<file path="src/rtl/alarm_array_pkg.sv">
// Shared types and default constants for the alarm_array slice.
// Holds the per-channel state enum, default parameter values and a small
// decode helper used by the channel logic.
package alarm_array_pkg;

  // Default build-time configuration
  localparam int DEF_NCH      = 8;
  localparam int DEF_DEB_CYC  = 4;
  localparam int DEF_BEEP_PER = 8;
  localparam int DEF_HOLD_CYC = 16;

  // Per-channel alarm state
  typedef enum logic [2:0] {
    CH_IDLE   = 3'd0,
    CH_ARMING = 3'd1,
    CH_ALARM  = 3'd2,
    CH_HOLD   = 3'd3,
    CH_MUTED  = 3'd4
  } chan_state_e;

  // A channel is sounding (active) only while in ALARM or HOLD
  function automatic logic is_sounding(input chan_state_e st);
    return (st == CH_ALARM) || (st == CH_HOLD);
  endfunction

endpackage : alarm_array_pkg

</file>
<file path="src/rtl/alarm_chan.sv">
// One alarm channel: single-flop sensor capture, debounce, beeping alarm,
// post-release hold window and acknowledge-to-mute.
// Build macro ALARM_ARRAY_LATCH_EN: when defined, HOLD never times out and
// is left only by ack, ena=0 or rst (sensor reassertion still returns to ALARM).
module alarm_chan
  import alarm_array_pkg::*;
#(
  parameter int DEB_CYC  = DEF_DEB_CYC,
  parameter int BEEP_PER = DEF_BEEP_PER,
  parameter int HOLD_CYC = DEF_HOLD_CYC
) (
  input  logic clk,
  input  logic rst,
  input  logic ena_i,
  input  logic sensor_i,
  input  logic ack_i,
  output logic buzzer_o,
  output logic active_o
);

  localparam int DEB_W  = $clog2(DEB_CYC + 1);
  localparam int BEEP_W = $clog2(BEEP_PER + 1);
  localparam int HOLD_W = $clog2(HOLD_CYC + 1);

  logic              s_q;
  chan_state_e       state_q,  state_d;
  logic [DEB_W-1:0]  deb_q,    deb_d;
  logic [BEEP_W-1:0] beep_q,   beep_d;
  logic [HOLD_W-1:0] hold_q,   hold_d;
  logic              buzz_q,   buzz_d;
  logic              active_q, active_d;

  // Beep phase advance used by every cycle spent in ALARM or HOLD
  logic              beep_wrap;
  logic [BEEP_W-1:0] beep_next;
  logic              buzz_next;

  assign beep_wrap = (beep_q == BEEP_W'(BEEP_PER - 1));
  assign beep_next = beep_wrap ? '0 : beep_q + BEEP_W'(1);
  assign buzz_next = beep_wrap ? ~buzz_q : buzz_q;

  // State register, counters, registered outputs and the sensor capture flop
  // NOTE: asynchronous reset acts without a clock edge; every flop here gets a defined reset value.
  always_ff @(posedge clk or posedge rst) begin
    if (rst) begin
      s_q      <= 1'b0;
      state_q  <= CH_IDLE;
      deb_q    <= '0;
      beep_q   <= '0;
      hold_q   <= '0;
      buzz_q   <= 1'b0;
      active_q <= 1'b0;
    end else begin
      // NOTE: non-blocking assignments so every flop samples pre-edge values.
      s_q      <= sensor_i;
      state_q  <= state_d;
      deb_q    <= deb_d;
      beep_q   <= beep_d;
      hold_q   <= hold_d;
      buzz_q   <= buzz_d;
      active_q <= active_d;
    end
  end

  // Next-state and counter logic; ena low overrides everything, then ack wins over sensor
  always_comb begin
    // NOTE: every variable gets a default first so no path can infer a latch.
    state_d = state_q;
    deb_d   = deb_q;
    beep_d  = beep_q;
    hold_d  = hold_q;
    buzz_d  = buzz_q;

    if (!ena_i) begin
      state_d = CH_IDLE;
      deb_d   = '0;
      beep_d  = '0;
      hold_d  = '0;
      buzz_d  = 1'b0;
    end else begin
      case (state_q)
        CH_IDLE: begin
          if (s_q) begin
            if (DEB_CYC == 1) begin
              state_d = CH_ALARM;
              beep_d  = '0;
              buzz_d  = 1'b1;
            end else begin
              state_d = CH_ARMING;
              deb_d   = DEB_W'(1);
            end
          end
        end

        CH_ARMING: begin
          if (!s_q) begin
            state_d = CH_IDLE;
            deb_d   = '0;
          end else if (deb_q == DEB_W'(DEB_CYC - 1)) begin
            state_d = CH_ALARM;
            deb_d   = '0;
            beep_d  = '0;
            buzz_d  = 1'b1;
          end else begin
            deb_d = deb_q + DEB_W'(1);
          end
        end

        CH_ALARM: begin
          if (ack_i) begin
            state_d = CH_MUTED;
            beep_d  = '0;
            hold_d  = '0;
            buzz_d  = 1'b0;
          end else begin
            beep_d = beep_next;
            buzz_d = buzz_next;
            if (!s_q) begin
              state_d = CH_HOLD;
              hold_d  = HOLD_W'(HOLD_CYC);
            end
          end
        end

        CH_HOLD: begin
          if (ack_i) begin
            state_d = CH_MUTED;
            beep_d  = '0;
            hold_d  = '0;
            buzz_d  = 1'b0;
          end else if (s_q) begin
            // Sensor back: resume alarm, beep phase keeps running
            state_d = CH_ALARM;
            hold_d  = '0;
            beep_d  = beep_next;
            buzz_d  = buzz_next;
          end else begin
            beep_d = beep_next;
            buzz_d = buzz_next;
`ifdef ALARM_ARRAY_LATCH_EN
            // Latched alarm: hold window never expires
`else
            if (hold_q == HOLD_W'(1)) begin
              state_d = CH_IDLE;
              hold_d  = '0;
              beep_d  = '0;
              buzz_d  = 1'b0;
            end else begin
              hold_d = hold_q - HOLD_W'(1);
            end
`endif
          end
        end

        CH_MUTED: begin
          if (!s_q) begin
            state_d = CH_IDLE;
          end
        end

        default: begin
          state_d = CH_IDLE;
          deb_d   = '0;
          beep_d  = '0;
          hold_d  = '0;
          buzz_d  = 1'b0;
        end
      endcase
    end

    active_d = is_sounding(state_d);
  end

  assign buzzer_o = buzz_q;
  assign active_o = active_q;

endmodule : alarm_chan

</file>
<file path="src/rtl/alarm_array.sv">
// Top level of the alarm array: NCH independent alarm channels plus a
// summary flag. Build macro ALARM_ARRAY_LATCH_EN (see alarm_chan) selects
// latched HOLD behaviour.
module alarm_array
  import alarm_array_pkg::*;
#(
  parameter int NCH      = DEF_NCH,
  parameter int DEB_CYC  = DEF_DEB_CYC,
  parameter int BEEP_PER = DEF_BEEP_PER,
  parameter int HOLD_CYC = DEF_HOLD_CYC
) (
  input  logic           clk,
  input  logic           rst,
  input  logic           ena,
  input  logic [NCH-1:0] sensor,
  input  logic [NCH-1:0] ack,
  output logic [NCH-1:0] buzzer,
  output logic [NCH-1:0] active,
  output logic           any_active
);

  for (genvar g = 0; g < NCH; g++) begin : g_chan
    alarm_chan #(
      .DEB_CYC  (DEB_CYC),
      .BEEP_PER (BEEP_PER),
      .HOLD_CYC (HOLD_CYC)
    ) u_chan (
      .clk      (clk),
      .rst      (rst),
      .ena_i    (ena),
      .sensor_i (sensor[g]),
      .ack_i    (ack[g]),
      .buzzer_o (buzzer[g]),
      .active_o (active[g])
    );
  end

  assign any_active = |active;

endmodule : alarm_array

</file>
<file path="config.mk">
export PLATFORM = sky130hd
export DESIGN_NAME = alarm_array
export DESIGN_NICKNAME = d
export VERILOG_FILES = /design/src/rtl/alarm_array_pkg.sv /design/src/rtl/alarm_chan.sv /design/src/rtl/alarm_array.sv
export SDC_FILE = /design/constraint.sdc
export NUM_CORES = 1
export LEC_CHECK = 0
export ABC_AREA = 1
export CAP_MARGIN = 20
export CORE_AREA = 2 2 124 126
export CTS_CLUSTER_SIZE = 10
export DETAILED_ROUTE_END_ITERATION = 10
export DIE_AREA = 0 0 126 128
export PLACE_DENSITY = 0.74
export SYNTH_ARGS = -nofsm -noshare
export SYNTH_HDL_FRONTEND = slang
export SYNTH_SLANG_ARGS = --single-unit
</file>
<file path="constraint.sdc">
create_clock -name clk -period 9.5 [get_ports clk]
set_input_delay 2.85 -clock clk [delete_from_list [all_inputs] [get_ports clk]]
set_output_delay 2.85 -clock clk [all_outputs]
set_load 0.005 [all_outputs]
</file>
==> reports/results.tsv, run 1 <==
stage	metric	value	unit
outcome	outcome	finished, final reports clean	
setup_path	crit_type	in2reg	
power	total_power	1.49	mW
yosys	synth_ff_type	dfrtp_1	
placement	pre_cts_ws	4.54	ns
global_route	track_usage	23.6	%
clocking	cts_setup_buffers	0	
global_route	grt_pass1_vias	7252	
finish	fin_nets	1295	
setup_path	critPathLaunchType	primary input	
global_route	grt_pass1_wl	31.8	mm
yosys	synthArstFlopShare	100	%
yosys	synth_common_cells	324 x nand2_1, 182 x inv_1, 144 x dfrtp_1, 129 x nor2_1, 121 x nand3_1	
yosys	synth_largest_area_cell	dfrtp_1	
global_route	grt_max_degree	76	
yosys	synth_warnings	0	
power	max-vdd-ir-drop	0.140	mV
timing	period_minus_slack	4.57	ns
floorplanning	die_x	126	um
setup_path	path_max_fanout	69	
floorplanning	core-area	14900	sq um
floorplanning	dieArea	16100	sq um
yosys	ys_seq_area_share	41.0	%
clocking	cts_num_sinks	144	
clocking	path_clk_slew	0.06	ns
setup_path	cp.arrival	4.91	ns
timing	slew_viol_final	0	
placement	gp_congestion	0.865	
yosys	synth-seq-cells	144	
floorplanning	start_util	59.1	%
timing	layout_setup_ws	4.93	ns
finish	layout.cells.non_filler	1445	
yosys	yosys.cell_count.top_type	nand2_1	
yosys	syn_nets	1273	
finish	final_util	66.0	%
finish	diodes	0	
yosys	ys_types	40	
clocking	clk_latency	0.43	ns
finish	drive_gt1_share	5.25	%
flow_run	max-cap-violations	0	
placement	dpl_cell_area	9150	sq um
yosys	synth.avg_cell_area	7.19	sq um
global_route	antenna_found_initial	0	
finish	area_growth	11.7	%
power	p_per_area	152	nW/um^2
routing	via_per_inst	5.30	
routing	drt-initial-drc-count	473	
routing	ant_nets	0	
clocking	numCtsBuffers	17	
yosys	syn_area	8780	sq um
routing	wire_per_inst	12.3	um
power	leakagePower	5.06	nW
yosys	synth_edf_count	0	
clocking	post_cts_resized	0	
floorplanning	placementRows	45	
timing	hold_violations	0	
yosys	synthCells	1222	
placement	io_buffers	35	
timing	rsz0062_at_grt	no	
setup_path	cp-end-kind	register	
setup_path	required	9.84	ns
timing	clock_skew	0.00861	ns
placement	placed_cells	1413	
timing	setup_viol	0	
routing	wirelength	17.8	mm
routing	num_vias	7661	
timing	timing.final.crit_share	48.1	%
yosys	yosys-top-cells-area	dfrtp_1 41%, nand2_1 14%, inv_1 7.8%	
clocking	hold_buffers	0	
clocking	root_buffer	clkbuf_16	
clocking	cts_max_path_buffers	2	
global_route	grt-ovfl-total	0	
floorplanning	boundaryPins	36	
floorplanning	die_h	128	um
timing	hold_slack	0.482	ns
finish	postLayoutCellArea	9810	sq um
timing	max_freq	219	MHz
routing	drc_errors	0	
clocking	cts_tree	done	
routing	firstDrtPassIters	7	
placement	hpwl	12.3	mm
yosys	post-synth-top-area-fraction	41.0	%
timing	fin_setup_tns	0	ns
timing	tightest_slew	0.921	ns
clocking	htree_num_levels	4	
min_path	holdCritPathClass	reg2reg	
timing	max_slew_margin	38.6	%
==> sequential cells by signal, summed over array words and instances (netlist names) <==
register and cells:
g_chan.u_chan.hold_q 40, g_chan.u_chan.beep_q 32, g_chan.u_chan.active_o 8, g_chan.u_chan.buzzer_o 8, g_chan.u_chan.deb_q 24, g_chan.u_chan.s_q 8
g_chan.u_chan.state_q 24
==> layout make-up <==
| cell class | instances | area, sq um |
|---|---|---|
| tap | 188 | 235 |
| timing repair buffer | 37 | 360 |
| inverter | 188 | 713 |
| multi-input combinational | 856 | 4240 |
| clock inverter | 10 | 181 |
| sequential | 144 | 3600 |
| fill | 1313 | 5060 |
| clock buffer | 22 | 474 |
==> critical path: stages <==
cell	delay [ns]
buf_2	0.08
buf_4	0.56
inv_4	0.44
nor2_1	0.36
nand3_1	0.11
nand2_1	0.15
inv_1	0.09
o21ai_0	0.17
==> cells in the final DEF (no fill, tap or decap), types with 28 or more instances in the layout <==
cell type | synthesis | layout
nor3_1 | 28 | 28
nand3_1 | 121 | 121
nor2_1 | 129 | 129
clkdlybuf4s50_1 | 0 | 34
nand2_1 | 324 | 324
nand4_1 | 40 | 40
o21ai_0 | 56 | 56
dfrtp_1 | 144 | 144
a21oi_1 | 35 | 35
ha_1 | 32 | 32
inv_1 | 182 | 181
==> layer usage <==
metal  wire (um)  GRT usage [%]  vias up  part of all wire [%]
li1            -              -     3974                     -
met1        8470           31.8     3527                    48
met2        8350           38.9      143                    47
met3         836           4.88       17                   4.7
met4         153           6.66        0                  0.86
met5           0              0        -                     0
==> worst paths after layout <==
check / startpoint / endpoint / slack, ns / depth (start not counted)
worst min register to register: g_chan[0].u_chan.hold_q[4] / g_chan[0].u_chan.hold_q[4] / 0.48 / 2
worst max register to register: g_chan[4].u_chan.state_q[2] / g_chan[4].u_chan.hold_q[3] / 7.96 / 9
worst max-delay path: ena / g_chan[4].u_chan.hold_q[1] / 4.93 / 8
worst min-delay path: g_chan[0].u_chan.hold_q[4] / g_chan[0].u_chan.hold_q[4] / 0.48 / 2
max in group asynchronous: rst / g_chan[1].u_chan.hold_q[0] / 5.27 / 3
min in group asynchronous: rst / g_chan[6].u_chan.beep_q[2] / 2.87 / 2
==> kinds of logic (layout without fill, tap and decap cells) <==
group / count (synthesis) / in the layout / share of synthesized area [%]
mux: 1 / 1 / 0.114
buf+inv: 222 / 257 / 10.7
flops: 144 / 144 / 41.0
simple gates: 672 / 672 / 33.4
xor+xnor: 20 / 20 / 1.99
compound gates: 131 / 131 / 8.25
fa+ha+maj: 32 / 32 / 4.56
==> power by group <==
group / switching (mW) / total (mW) / internal [mW] / leakage, nW
Clock: 0.252 / 0.737 / 0.486 / 0.320
Sequential: 0.0147 / 0.641 / 0.626 / 1.96
Combinational: 0.0762 / 0.113 / 0.0369 / 2.77
Note: power is estimated with default switching activity, not from simulation.
==> run 2: changes to the inputs <==
==> constraint.sdc (replaced) <==
create_clock -name clk -period 4.37 [get_ports clk]
set_input_delay 1.311 -clock clk [delete_from_list [all_inputs] [get_ports clk]]
set_output_delay 1.311 -clock clk [all_outputs]
set_load 0.005 [all_outputs]
==> run 2 against run 1 <==
  * Critical path depth fell by 5
  * Combinational power rose by 120%
  * Global-route usage rose by 0.36 points
  * Count of clock-buffer cells in the layout fell by 1
  * Hold slack got worse by 0.00096 ns
  * Worst setup slack got worse by 3.5 ns
  * Via count rose by 0.85%
  * Clock skew fell by 0.0036 ns
  * First-iteration DRC count fell by 14%
  * Final cell count rose by 0.21%
  * Sequential share of layout area fell by 0.26 points
==> reports/results.tsv, run 2 (same netlist as run 1, synthesis figures left out) <==
stage	metric	value	unit
timing	hold_violations	0	
timing	fin_setup_tns	0	ns
clocking	clk_latency	0.42	ns
min_path	min_path_cells	2	
placement	gp_congestion	0.889	
global_route	grt_max_degree	72	
min_path	hold_start	g_chan[7].u_chan.deb_q[1]	
clocking	htree_num_levels	4	
timing	tightest_slew	0.692	ns
timing	clock_skew	0.00501	ns
setup_path	critPathLaunch	g_chan[5].u_chan.active_o	
floorplanning	core-area	14900	sq um
global_route	track_usage	23.9	%
clocking	post_cts_resized	0	
finish	multiInputGateArea	4240	sq um
timing	period_minus_slack	2.97	ns
finish	final_util	66.4	%
finish	nFillCells	1269	
clocking	numCtsBuffers	17	
setup_path	crit_type	reg2out	
placement	io_buffers	35	
timing	hold_slack	0.481	ns
finish	final_common_cell	nand2_1	
finish	largest_register_ffs	40	
timing	slew_viol_final	0	
timing	timing.final.crit_share	68.1	%
floorplanning	dieArea	16100	sq um
finish	reg_top3	g_chan.u_chan.hold_q: 40 flops, g_chan.u_chan.beep_q: 32 flops	
setup_path	crit_chain	nor4_1 -> nand2_1 -> clkdlybuf4s50_1	
finish	layout.cells.non_filler	1448	
setup_path	r2r-end	g_chan[7].u_chan.hold_q[3]	
finish	largest_register	g_chan.u_chan.hold_q	
power	p_per_area	335	nW/um^2
timing	setup_viol	0	
floorplanning	die_x	126	um
setup_path	required	3.06	ns
min_path	holdCritPathClass	reg2reg	
routing	wirelength	18.1	mm
floorplanning	die_h	128	um
routing	drc_errors	0	
floorplanning	start_util	59.1	%
setup_path	critPathLaunchType	register	
clocking	cts_tree	done	
outcome	outcome	finished, final reports clean	
setup_path	slowest_stage	clkdlybuf4s50_1	
routing	firstDrtPassIters	5	
setup_path	cp.arrival	1.66	ns
routing	num_vias	7726	
global_route	grt_pass1_vias	7328	
placement	hpwl	12.8	mm
setup_path	r2r_cells	5	
global_route	grt_pass1_wl	32.3	mm
clocking	root_buffer	clkbuf_16	
finish	ff_latch_area	3600	sq um
setup_path	cp-end-kind	primary output	
clocking	path_clk_slew	0.06	ns
clocking	cts_max_path_buffers	2	
timing	max_freq	336	MHz
timing	rsz0062_at_grt	no	
setup_path	rr_startpoint	g_chan[7].u_chan.state_q[2]	
setup_path	reg2reg_slack	2.84	ns
clocking	cts_num_sinks	144	
routing	ant_nets	0	
routing	via_per_inst	5.34	
global_route	antenna_found_initial	0	
finish	diodes	0	
timing	max_slew_margin	53.8	%
finish	area_growth	12.5	%
power	total_power	3.30	mW
finish	postLayoutCellArea	9880	sq um
global_route	grt-ovfl-total	0	
setup_path	cp_slowest_stage_delay	0.44	ns
placement	dpl_cell_area	9200	sq um
power	leakagePower	5.09	nW
floorplanning	boundaryPins	36	
routing	wire_per_inst	12.5	um
floorplanning	placementRows	45	
finish	fin_nets	1298	
min_path	holdPathEnd	g_chan[7].u_chan.deb_q[1]	
placement	placed_cells	1416	
finish	layout_common_cells	324 x nand2_1, 181 x inv_1, 144 x dfrtp_1, 129 x nor2_1, 121 x nand3_1	
flow_run	max-cap-violations	0	
clocking	cts_setup_buffers	0	
finish	drive_gt1_share	5.56	%
timing	layout_setup_ws	1.40	ns
routing	drt-initial-drc-count	405	
setup_path	path_max_fanout	2	
power	max-vdd-ir-drop	0.287	mV
clocking	hold_buffers	0	
placement	pre_cts_ws	1.48	ns
run 2: changes by cell type in the layout (fill, tap and decap cells not counted):
cell	previous run	this run
buf_12	0	2
buf_4	2	3
bufinv_16	5	6
clkbuf_1	2	1
clkinv_2	3	4
clkinv_4	1	0
clkinvlp_4	1	2
inv_6	1	0
run 2: cell type report:
cell class                      instances  area share, %
Timing Repair Buffer                   40           4.13
Tap cell                              188           2.38
Clock inverter                         11           2.10
Sequential cell                       144           36.5
Multi-Input combinational cell        856           42.9
Inverter                              188           7.21
Clock buffer                           21           4.76
run 2: where the power goes:
part           total (mW)  switching (mW)  leakage, nW  internal, mW
Clock                1.66           0.547        0.333          1.11
Sequential           1.39          0.0321         1.96          1.36
Combinational       0.253           0.168         2.79        0.0842
run 2: worst max path at each step:
stage                                             to  slack, ns  cells past startpoint
after floorplan            g_chan[0].u_chan.active_o       1.25                      1
after global placement    g_chan[5].u_chan.hold_q[4]       1.52                      8
after detailed placement  g_chan[5].u_chan.hold_q[4]       1.48                      8
after CTS                                 any_active       1.37                      3
after global routing                      any_active       1.25                      3
final                                     any_active       1.40                      3
run 2: metal layers:
metal | routed length, um | vias to the layer above | track usage [%]
met3 | 658 | 13 | 4.97
met4 | 148 | 0 | 6.40
li1 | - | 3982 | -
met2 | 8550 | 135 | 40.1
met5 | 0 | - | 0
met1 | 8760 | 3596 | 31.9
run 2: critical path, delay by kind of cell (launching register included):
family / cells / cell delay [ns]
AND/OR/NAND/NOR: 2 / 0.37
flip-flops: 1 / 0.43
buffers and inverters: 1 / 0.44
==> edit 1 (settings of run 2) <==
The 5 states of `chan_state_e` get a Gray code encoding in 3 bits.
--- a/src/rtl/alarm_array_pkg.sv
+++ b/src/rtl/alarm_array_pkg.sv
@@ -11,11 +11,11 @@
 
   // Per-channel alarm state
   typedef enum logic [2:0] {
-    CH_IDLE   = 3'd0,
-    CH_ARMING = 3'd1,
-    CH_ALARM  = 3'd2,
-    CH_HOLD   = 3'd3,
-    CH_MUTED  = 3'd4
+    CH_IDLE   = 3'b000,
+    CH_ARMING = 3'b001,
+    CH_ALARM  = 3'b011,
+    CH_HOLD   = 3'b010,
+    CH_MUTED  = 3'b110
   } chan_state_e;
 
   // A channel is sounding (active) only while in ALARM or HOLD
Function: no difference found for any inputs over 4 cycles, from zero or initial values and one cycle with rst high; so few cycles prove little.
==> edit 1 against run 2 <==
Design area rose by 1.4%. Setup slack lost 0.033 ns. Core utilization grew 0.92 points. Combinational power is 29% higher. Synthesized area is 3.1% higher. Clock skew is 0.00099 ns higher. Routed wire length up 4.0%. Global-route usage is 0.73 points higher. Clock power down 17%. Register-to-register slack lost 0.06 ns. Total power is 6.0% lower. Sequential cell count unchanged.
==> edit 1: results (changes against run 2) <==
----------------------------------------------------
[Final layout]
  Fill cell instance count of the final layout ... 1,333 (was 1,269)
  Fin nets ... 1,364 (was 1,298)
  Fraction of layout cells with a size suffix above 1 ... 0.0634 (was 0.0556)
  Finished Layout Cells ... 1,513 (was 1,448)

[GRT]
  Met2 demand-to-capacity share in global routing ... 0.415 (was 0.401)
  Maximum number of pins on one net before global-route repair ... 110 (was 72)
  Fraction of met3 tracks used by global routing ... 0.0551 (was 0.0497)

[Timing]
  Tightest slew margin relative to the limit ... 0.510 (was 0.538)
  Layout Skew ... 0.00599 ns (was 0.00501 ns)

[Status]
  Outcome ... finished, final reports clean (unchanged)

[Yosys]
  Post-synthesis share of cell area spent on full adders, half adders and majority gates ... 0.0442 (was 0.0456)
  Compound-gate portion of the synthesized area ... 0.0844 (was 0.0825)
  Mean instance size in the synthesized netlist ... 7.02 um^2 (was 7.19 um^2)
  Main area contributors after synthesis ... dfrtp_1 (40%), nand2_1 (16%), inv_1 (7.6%) (was dfrtp_1 (41%), nand2_1 (14%), inv_1 (7.8%))
  Mux share of post-synthesis cell area ... 0 (was 0.00114)

[Min path]
  Start point of the worst min-delay path ... g_chan[7].u_chan.hold_q[1] (was g_chan[7].u_chan.deb_q[1])

[Place]
  Sum of net half-perimeters after detailed placement ... 13,500 um (was 12,800 um)
  Placed standard-cell area ... 9460 um^2 (was 9200 um^2)
  Setup WS pre-CTS ... 1.55 ns (was 1.48 ns)

[Pwr]
  Peak VDD IR ... 273 uV (was 287 uV)

[Routing]
  Average routed wire per standard cell ... 12.5 um (about the same)
  Via-to-Cell Ratio ... 5.34 (about the same)
  Routed met1 length ... 8730 um (was 8760 um)
  Met3 layer wire length in the routed design ... 891 um (was 658 um)
  Total met2 wirelength after detailed routing ... 8950 um (was 8550 um)

[Worst setup path]
  Launch point of the worst path ... g_chan[1].u_chan.active_o (was g_chan[5].u_chan.active_o)
  Data arrival time of the critical path ... 1.70 ns (was 1.66 ns)
  Destination of the worst register-to-register timing path ... g_chan[2].u_chan.beep_q[2] (was g_chan[7].u_chan.hold_q[3])
  Flop2flop setup slack ... 2.78 ns (was 2.84 ns)

----------------------------------------------------
[edit 1: cell type report]
class | instances | area (um^2) | area share
Timing Repair Buffer | 39 | 388 | 0.0387
Inverter | 194 | 732 | 0.0731
Clock buffer | 21 | 470 | 0.0470
Tap cell | 188 | 235 | 0.0235
Clock inverter | 10 | 87.6 | 0.00875
Sequential cell | 144 | 3600 | 0.360
Multi-Input combinational cell | 917 | 4500 | 0.449
[edit 1: critical path: stages, from the launching register on]
cell             delay [ns]
dfrtp_1                0.42
nor4_1                 0.28
nand2_1                0.08
clkdlybuf4s50_1        0.50
[edit 1: power by group through the flow]
| stage | Combinational, W | Clock, W | Sequential [W] |
|---|---|---|---|
| floorplan | 0.000252 | 0 | 0.00142 |
| global placement | 0.000322 | 0 | 0.00143 |
| detailed placement | 0.000327 | 0 | 0.00143 |
| CTS | 0.000328 | 0.00140 | 0.00141 |
| global route | 0.000380 | 0.00146 | 0.00142 |
| finish | 0.000326 | 0.00137 | 0.00141 |
==> edit 2 (flow settings as in run 2) <==
Without the edit above. The package constant `DEF_HOLD_CYC` goes from 16 to 32.
--- a/src/rtl/alarm_array_pkg.sv
+++ b/src/rtl/alarm_array_pkg.sv
@@ -7,7 +7,7 @@
   localparam int DEF_NCH      = 8;
   localparam int DEF_DEB_CYC  = 4;
   localparam int DEF_BEEP_PER = 8;
-  localparam int DEF_HOLD_CYC = 16;
+  localparam int DEF_HOLD_CYC = 32;
 
   // Per-channel alarm state
   typedef enum logic [2:0] {
Formal check against the unedited RTL: no difference found for any inputs over 4 cycles, from zero or initial values and one cycle with rst high; that may be too few to reach the edited logic, so the function may still have changed.
==> edit 2 against run 2 <==
Die area stayed put. Total power is 1.0% lower. Sequential share of layout area is 0.60 points higher. Via count is 6.3% higher. Register-to-register slack hardly changed. Sequential cell count is 8 higher. Design area is 3.9% higher. Routed wire length is 3.4% higher. Clock skew is 0.0029 ns higher. Setup slack worse by 0.19 ns. Synthesized area is 6.0% higher.
==> edit 2: results (changes against run 2) <==
----------------------------------------------------
[Status]
  Outcome ... finished, final reports clean (unchanged)

[Place]
  Sum of net half-perimeters after detailed placement ... 13,300 um (was 12,800 um)
  RePlAce Congestion ... 0.881 (was 0.889)
  Placed standard-cell area ... 9680 um^2 (was 9200 um^2)

[GRT]
  Maximum number of pins on one net before global-route repair ... 153 (was 72)
  Vias in the first global route ... 7,489 (was 7,328)
  GRT Resource Usage Total ... 0.245 (was 0.239)

[Worst setup path]
  Data arrival time of the critical path ... 1.85 ns (was 1.66 ns)
  Delay-heaviest family, CP ... simple AND/OR/NAND/NOR gates (was buffers and inverters)

[Final layout]
  Fraction of layout cells with a size suffix above 1 ... 0.0560 (was 0.0556)
  Registers with the most flip-flops ... g_chan.u_chan.hold_q (48), g_chan.u_chan.beep_q (32) (was g_chan.u_chan.hold_q (40), g_chan.u_chan.beep_q (32))

[Pwr]
  Portion of total power attributed to sequential cells ... 0.459 (was 0.422)
  Peak VDD IR ... 280 uV (was 287 uV)
  Reported net switching power ... 0.000816 W (was 0.000747 W)
  Total chip power ... 0.00327 W (was 0.00330 W)
  Clk network pwr share ... 0.438 (was 0.502)

[Min path]
  Count of cells along the worst hold path ... 1 (was 2)
  Start point of the worst min-delay path ... g_chan[4].u_chan.deb_q[1] (was g_chan[7].u_chan.deb_q[1])

[Yosys]
  Compound-gate portion of the synthesized area ... 0.0951 (was 0.0825)
  Fraction of the yosys area taken by sequential cells ... 0.408 (was 0.410)
  Mux share of post-synthesis cell area ... 0 (was 0.00114)
  Post-synthesis share of cell area spent on full adders, half adders and majority gates ... 0.0430 (was 0.0456)
  Top cell types by occurrence after synthesis ... nand2_1 (342), inv_1 (188), nor2_1 (158) (was nand2_1 (324), inv_1 (182), dfrtp_1 (144))

[Timing]
  Worst Tran Pin Value ... 0.806 ns (was 0.692 ns)
  Layout Skew ... 0.00788 ns (was 0.00501 ns)

[Routing]
  Total wirelength of the detailed-routed design ... 18,700 um (was 18,100 um)

----------------------------------------------------
[edit 2: final cells by class]
cell class / count / area, um^2 / area share
multi-input combinational: 921 / 4500 / 0.439
sequential: 152 / 3800 / 0.371
inverter: 201 / 763 / 0.0744
clock buffer: 21 / 480 / 0.0468
timing repair buffer: 37 / 373 / 0.0364
tap: 188 / 235 / 0.0229
clock inverter: 8 / 97.6 / 0.00951
[edit 2: metal layers]
layer  routed length (um)  global-route usage  vias to the layer above
li1                     -                   -                     4265
met1                 9070               0.339                     3737
met2                 8600               0.388                      185
met3                  768              0.0484                       23
met4                  286              0.0834                        0
met5                    0                   0                        -
[edit 2: per-stage QoR]
step	worst slack, ns	std cells
5_1_grt	1.09	1528
3_3_place_gp	1.44	1499
6_report	1.21	1528
4_1_cts	1.18	1528
2_1_floorplan	1.14	1310
3_5_place_dp	1.37	1499
[edit 2: cells by family after synthesis]
group,Yosys count
AOI/OAI and AO/OA,160
adders and majority gates,32
and+or+nand+nor,721
xor gates and xnor gates,8
buffers and inverters,237
DFF,152
